$ cat src/rtl/dbus_arbiter.sv
// Two-requester arbiter for the shared data-memory port: latches the winning
// request, holds it on the downstream bus until data_ok, and routes the response back.
module dbus_arbiter #(
    parameter int ROUND_ROBIN = 1,
    parameter int TIMEOUT     = 1024
) (
    input  logic        clk,
    input  logic        reset,

    input  logic        r0_valid,
    input  logic [63:0] r0_addr,
    input  logic [2:0]  r0_size,
    input  logic [7:0]  r0_strobe,
    input  logic [63:0] r0_data,
    output logic        r0_addr_ok,
    output logic        r0_data_ok,
    output logic [63:0] r0_rdata,

    input  logic        r1_valid,
    input  logic [63:0] r1_addr,
    input  logic [2:0]  r1_size,
    input  logic [7:0]  r1_strobe,
    input  logic [63:0] r1_data,
    output logic        r1_addr_ok,
    output logic        r1_data_ok,
    output logic [63:0] r1_rdata,

    output logic        m_valid,
    output logic [63:0] m_addr,
    output logic [2:0]  m_size,
    output logic [7:0]  m_strobe,
    output logic [63:0] m_data,
    input  logic        m_addr_ok,
    input  logic        m_data_ok,
    input  logic [63:0] m_rdata,

    output logic [1:0]  grant,
    output logic        err
);

    localparam int CW = (TIMEOUT > 1) ? $clog2(TIMEOUT + 1) : 1;
    localparam logic [CW-1:0] TMAX = CW'(TIMEOUT);

    typedef enum logic [0:0] {
        IDLE = 1'b0,
        BUSY = 1'b1
    } state_t;

    state_t        state_reg;
    logic          last_grant_reg;
    logic [CW-1:0] cnt_reg;

    // Requester fields gathered into arrays so the winner can be selected by index.
    logic        req_valid  [2];
    logic [63:0] req_addr   [2];
    logic [2:0]  req_size   [2];
    logic [7:0]  req_strobe [2];
    logic [63:0] req_data   [2];

    logic        rsp_addr_ok [2];
    logic        rsp_data_ok [2];
    logic [63:0] rsp_rdata   [2];

    assign req_valid[0]  = r0_valid;
    assign req_addr[0]   = r0_addr;
    assign req_size[0]   = r0_size;
    assign req_strobe[0] = r0_strobe;
    assign req_data[0]   = r0_data;
    assign req_valid[1]  = r1_valid;
    assign req_addr[1]   = r1_addr;
    assign req_size[1]   = r1_size;
    assign req_strobe[1] = r1_strobe;
    assign req_data[1]   = r1_data;

    // grant is only non-zero while BUSY, so it alone gates the response path.
    generate
        for (genvar gi = 0; gi < 2; gi++) begin : g_rsp
            assign rsp_addr_ok[gi] = grant[gi] & m_addr_ok;
            assign rsp_data_ok[gi] = grant[gi] & m_data_ok;
            assign rsp_rdata[gi]   = grant[gi] ? m_rdata : 64'd0;
        end
    endgenerate

    assign r0_addr_ok = rsp_addr_ok[0];
    assign r0_data_ok = rsp_data_ok[0];
    assign r0_rdata   = rsp_rdata[0];
    assign r1_addr_ok = rsp_addr_ok[1];
    assign r1_data_ok = rsp_data_ok[1];
    assign r1_rdata   = rsp_rdata[1];

    logic win_any;
    logic win_idx;

    always_comb begin
        win_any = req_valid[0] | req_valid[1];
        win_idx = 1'b0;
        if (req_valid[0] && req_valid[1]) begin
            win_idx = (ROUND_ROBIN != 0) ? ~last_grant_reg : 1'b0;
        end else if (req_valid[1]) begin
            win_idx = 1'b1;
        end
    end

    always_ff @(posedge clk) begin
        if (reset) begin
            state_reg      <= IDLE;
            m_valid        <= 1'b0;
            m_addr         <= 64'd0;
            m_size         <= 3'd0;
            m_strobe       <= 8'd0;
            m_data         <= 64'd0;
            grant          <= 2'b00;
            err            <= 1'b0;
            last_grant_reg <= 1'b1;
            cnt_reg        <= '0;
        end else begin
            case (state_reg)
                IDLE: begin
                    if (win_any) begin
                        state_reg <= BUSY;
                        m_valid   <= 1'b1;
                        m_addr    <= req_addr[win_idx];
                        m_size    <= req_size[win_idx];
                        m_strobe  <= req_strobe[win_idx];
                        m_data    <= req_data[win_idx];
                        grant     <= win_idx ? 2'b10 : 2'b01;
                        cnt_reg   <= '0;
                    end
                end
                BUSY: begin
                    if (m_data_ok) begin
                        state_reg      <= IDLE;
                        m_valid        <= 1'b0;
                        m_addr         <= 64'd0;
                        m_size         <= 3'd0;
                        m_strobe       <= 8'd0;
                        m_data         <= 64'd0;
                        grant          <= 2'b00;
                        last_grant_reg <= grant[1];
                    end else if (cnt_reg != TMAX) begin
                        // Counter saturates at TIMEOUT; err is sticky until reset.
                        cnt_reg <= cnt_reg + CW'(1);
                        if ((TIMEOUT != 0) && ((cnt_reg + CW'(1)) == TMAX)) begin
                            err <= 1'b1;
                        end
                    end
                end
                default: state_reg <= IDLE;
            endcase
        end
    end

endmodule

$ cat config.mk
export PLATFORM = sky130hd
export DESIGN_NAME = dbus_arbiter
export DESIGN_NICKNAME = d
export VERILOG_FILES = /design/src/rtl/dbus_arbiter.sv
export SDC_FILE = /design/constraint.sdc
export NUM_CORES = 1
export LEC_CHECK = 0
export CAP_MARGIN = 25
export CORE_AREA = 3 3 244 246
export CTS_CLUSTER_SIZE = 24
export DETAILED_ROUTE_END_ITERATION = 10
export DIE_AREA = 0 0 247 249
export GPL_ROUTABILITY_DRIVEN = 1
export GPL_TIMING_DRIVEN = 0
export SKIP_LAST_GASP = 1
export SLEW_MARGIN = 20
export SYNTH_ARGS = -nofsm -noshare
export SYNTH_HDL_FRONTEND = slang
export SYNTH_SLANG_ARGS = --single-unit
$ cat constraint.sdc
create_clock -name clk -period 2.9 [get_ports clk]
set_clock_uncertainty 0.05 [all_clocks]
set_input_delay 0.29 -clock clk [delete_from_list [all_inputs] [get_ports clk]]
set_output_delay 0.29 -clock clk [all_outputs]
set_load 0.01 [all_outputs]
==> flow_metrics.env <==
export IMPL_place_area_um2=14300
export IMPL_max_stage_delay_ps=560
export IMPL_yosys_area_share_simple_pct=26.1
export IMPL_synthTopCellsByArea="dfxtp_1 44%, a222oi_1 12%, and2_1 12%"
export IMPL_maxCapViolCount=0
export IMPL_syn_num_nets=1161
export IMPL_ios=623
export IMPL_fin_crit_sh_pct=93.7
export IMPL_startpoint="grant[0]"
export IMPL_path_clk_slew_ps=70
export IMPL_grtUsageTotal_pct=15.9
export IMPL_io_buffers=621
export IMPL_ys_ff_latch=156
export IMPL_synth_largest_area_cell="dfxtp_1"
export IMPL_ys_flop_type="dfxtp_1"
export IMPL_synth_most_common_cell="dfxtp_1"
export IMPL_max_slew_margin_pct=34.9
export IMPL_finish_instance_area_um2=14900
export IMPL_rr_startpoint="state_reg"
export IMPL_antenna_found_initial=4
export IMPL_leakage_nw=5.41
export IMPL_synth_warning_count=0
export IMPL_drtIter0Drc=636
export IMPL_cts_tree="built"
export IMPL_utilization_pct=25.9
export IMPL_nFillCells=6152
export IMPL_r2r_slack_ps=630
export IMPL_async_flop_share_pct=0
export IMPL_synth_cell_types=44
export IMPL_worst_slew_pin_slew_ps=976
export IMPL_initial_core_util_pct=12.4
export IMPL_die_area_um2=61500
export IMPL_slew_viol_final=0
export IMPL_drive_above_1_share_pct=6.08
export IMPL_drc=0
export IMPL_synth_edff_count=0
export IMPL_synth_common_cells="156 x dfxtp_1, 133 x and2_1, 126 x nor2_1, 87 x a222oi_1, 45 x clkbuf_1"
export IMPL_status="complete, no violations"
export IMPL_synthXorXnorAreaFrac_pct=0
export IMPL_holdCritPathClass="in2reg"
export IMPL_syn_inst=810
export IMPL_die_w_um=247
export IMPL_cpMostUsedCell="clkbuf_1"
export IMPL_path_max_fanout=10
export IMPL_grt_pass1_vias=9550
export IMPL_gr_total_overflow=0
export IMPL_avgSynthCellArea_um2=8.80
export IMPL_fp_coreArea_um2=57600
export IMPL_setup_worst_path_end_class="output port"
export IMPL_cts_sinks=156
export IMPL_synthesis_area_um2=7130
export IMPL_startpoint_type="register"
export IMPL_h_tree_depth=4
export IMPL_rr_endpoint="m_addr[54]"
export IMPL_grt_max_degree=17
export IMPL_insertion_delay_ps=480
export IMPL_ir_drop_mv=0.425
export IMPL_max_freq_ghz=0.368
export IMPL_holdBufCountCts=0
export IMPL_path_class="reg2out"
export IMPL_nNetsFinal=1803
export IMPL_wl_per_cell_um=22.8
export IMPL_clockRootBuffer="clkbuf_16"
export IMPL_synth_compound_area_share_pct=23.2
export IMPL_row_count=88
export IMPL_cts_made_buffers=17
export IMPL_final_setup_viol_count=0
export IMPL_syn_to_final_growth_pct=110
export IMPL_gp_congestion=0.886
export IMPL_yosys_area_share_adder_pct=0.527
export IMPL_first_pass_iters=7
export IMPL_synth_top_area_share_pct=43.8
export IMPL_vias=9352
export IMPL_required_ps=2560
export IMPL_synthMuxAreaShare_pct=0.140
export IMPL_p_per_area_nw_per_um2=463
export IMPL_rsz0062_at_grt="no"
export IMPL_crit_chain="clkbuf_1, clkbuf_1, and2_1, clkdlybuf4s50_1"
export IMPL_viasPerCell=4.19
export IMPL_grt_pass1_wl_um=69100
export IMPL_ys_seq_area_share_pct=43.8
export IMPL_slowest_stage="clkdlybuf4s50_1"
export IMPL_setup_slack_ps=181
export IMPL_cts_buffer_depth=2
export IMPL_crit_arrival_ps=2380
export IMPL_r2r_cells=6
export IMPL_pre_cts_slack_ps=-63.8
export IMPL_fin_crit_ps=2720
export IMPL_ant_nets=0
export IMPL_hold_violations=0
export IMPL_die_h_um=249
export IMPL_crit_path_end="r0_rdata[53]"
export IMPL_routed_wl_um=50800
export IMPL_synth_top_family_by_area="simple AND/OR/NAND/NOR gates"
export IMPL_place_hpwl_um=42400
how the worst min path moves through the flow:
stage	start	to	slack [ps]	cells past startpoint
floorplan	r0_addr[46]	m_addr[46]	380	2
global placement	m_valid	m_valid	410	2
detailed placement	err	err	400	2
CTS	reset	cnt_reg[2]	190	2
global route	reset	cnt_reg[2]	240	2
finish	reset	cnt_reg[2]	190	2
cell usage in the layout, fill, tap and decap left out, types with 2 or more instances in the layout:
cell and instances:
o21ai_0 3, a21oi_1 30, o31a_1 2, diode_2 2
clkbuf_2 4, a222oi_1 87, and2_1 133, ha_1 3
clkbuf_1 43, nand4_1 4, a21boi_0 2, a311oi_2 2
inv_1 3, or3_1 5, a22oi_1 17, nand3_1 19
clkinv_2 3, nor3_1 39, nor2_1 126, a31oi_1 5
clkinv_4 4, dfxtp_1 156, buf_4 12, a221oi_1 35
buf_6 4, inv_6 2, clkdlybuf4s50_1 621, nand2_1 27
nand2b_1 2, clkbuf_16 17, nor2b_1 2, bufinv_16 3
buf_2 28, and3_1 3
through the flow:
step | hold slack, ps | TNS, ps | power, mW | cells
after CTS | 191 | 0 | 7.07 | 2230
after global routing | 235 | 0 | 7.26 | 2232
after floorplan | 376 | 0 | 3.17 | 810
after detailed placement | 404 | -497 | 4.58 | 2198
after global placement | 405 | -4090 | 4.55 | 2196
final | 188 | 0 | 6.92 | 2232
area by class of cell:
type | instances | area, µm² | share of cell area (%)
timing repair buffer | 623 | 6240 | 41.8
multi-input combinational | 562 | 3560 | 23.8
sequential | 156 | 3120 | 20.9
tap | 765 | 957 | 6.41
clock buffer | 19 | 443 | 2.96
buffer | 89 | 438 | 2.93
clock inverter | 13 | 165 | 1.11
inverter | 3 | 11.3 | 0.0754
antenna | 2 | 5.00 | 0.0335
critical path: cells and delay by family, from the launching register on:
| family | cells | cell delay, ps |
|---|---|---|
| and+or+nand+nor | 1 | 250 |
| buffers and inverters | 3 | 1220 |
| DFF | 1 | 430 |
metal layers:
metal,GRT usage [%],up-vias,wire [µm]
li1,-,4313,-
met1,16.8,4481,19100
met2,28.4,501,25600
met3,5.25,55,4390
met4,7.08,2,1750
met5,0,-,13
kinds of logic (layout without fill, tap and decap cells):
kind of cell,Yosys count,after routing
flops,156,156
fa+ha+maj,3,3
simple gates,366,366
buf+inv,92,747
compound gates,192,192
mux,1,1
other cells,0,2
where the power goes:
group	internal [mW]	total [mW]	switching (mW)
logic	1.12	2.07	0.949
clock network	1.38	2.42	1.04
registers	2.32	2.43	0.113
total	4.82	6.92	2.10
what timing repair did:
action                                  CTS  global route
gates resized for setup                   2             0
setup buffers                             0             0
endpoints found under the setup margin   21             0
hold endpoints to repair                  0             0
Power figures use the tool's default switching activity.
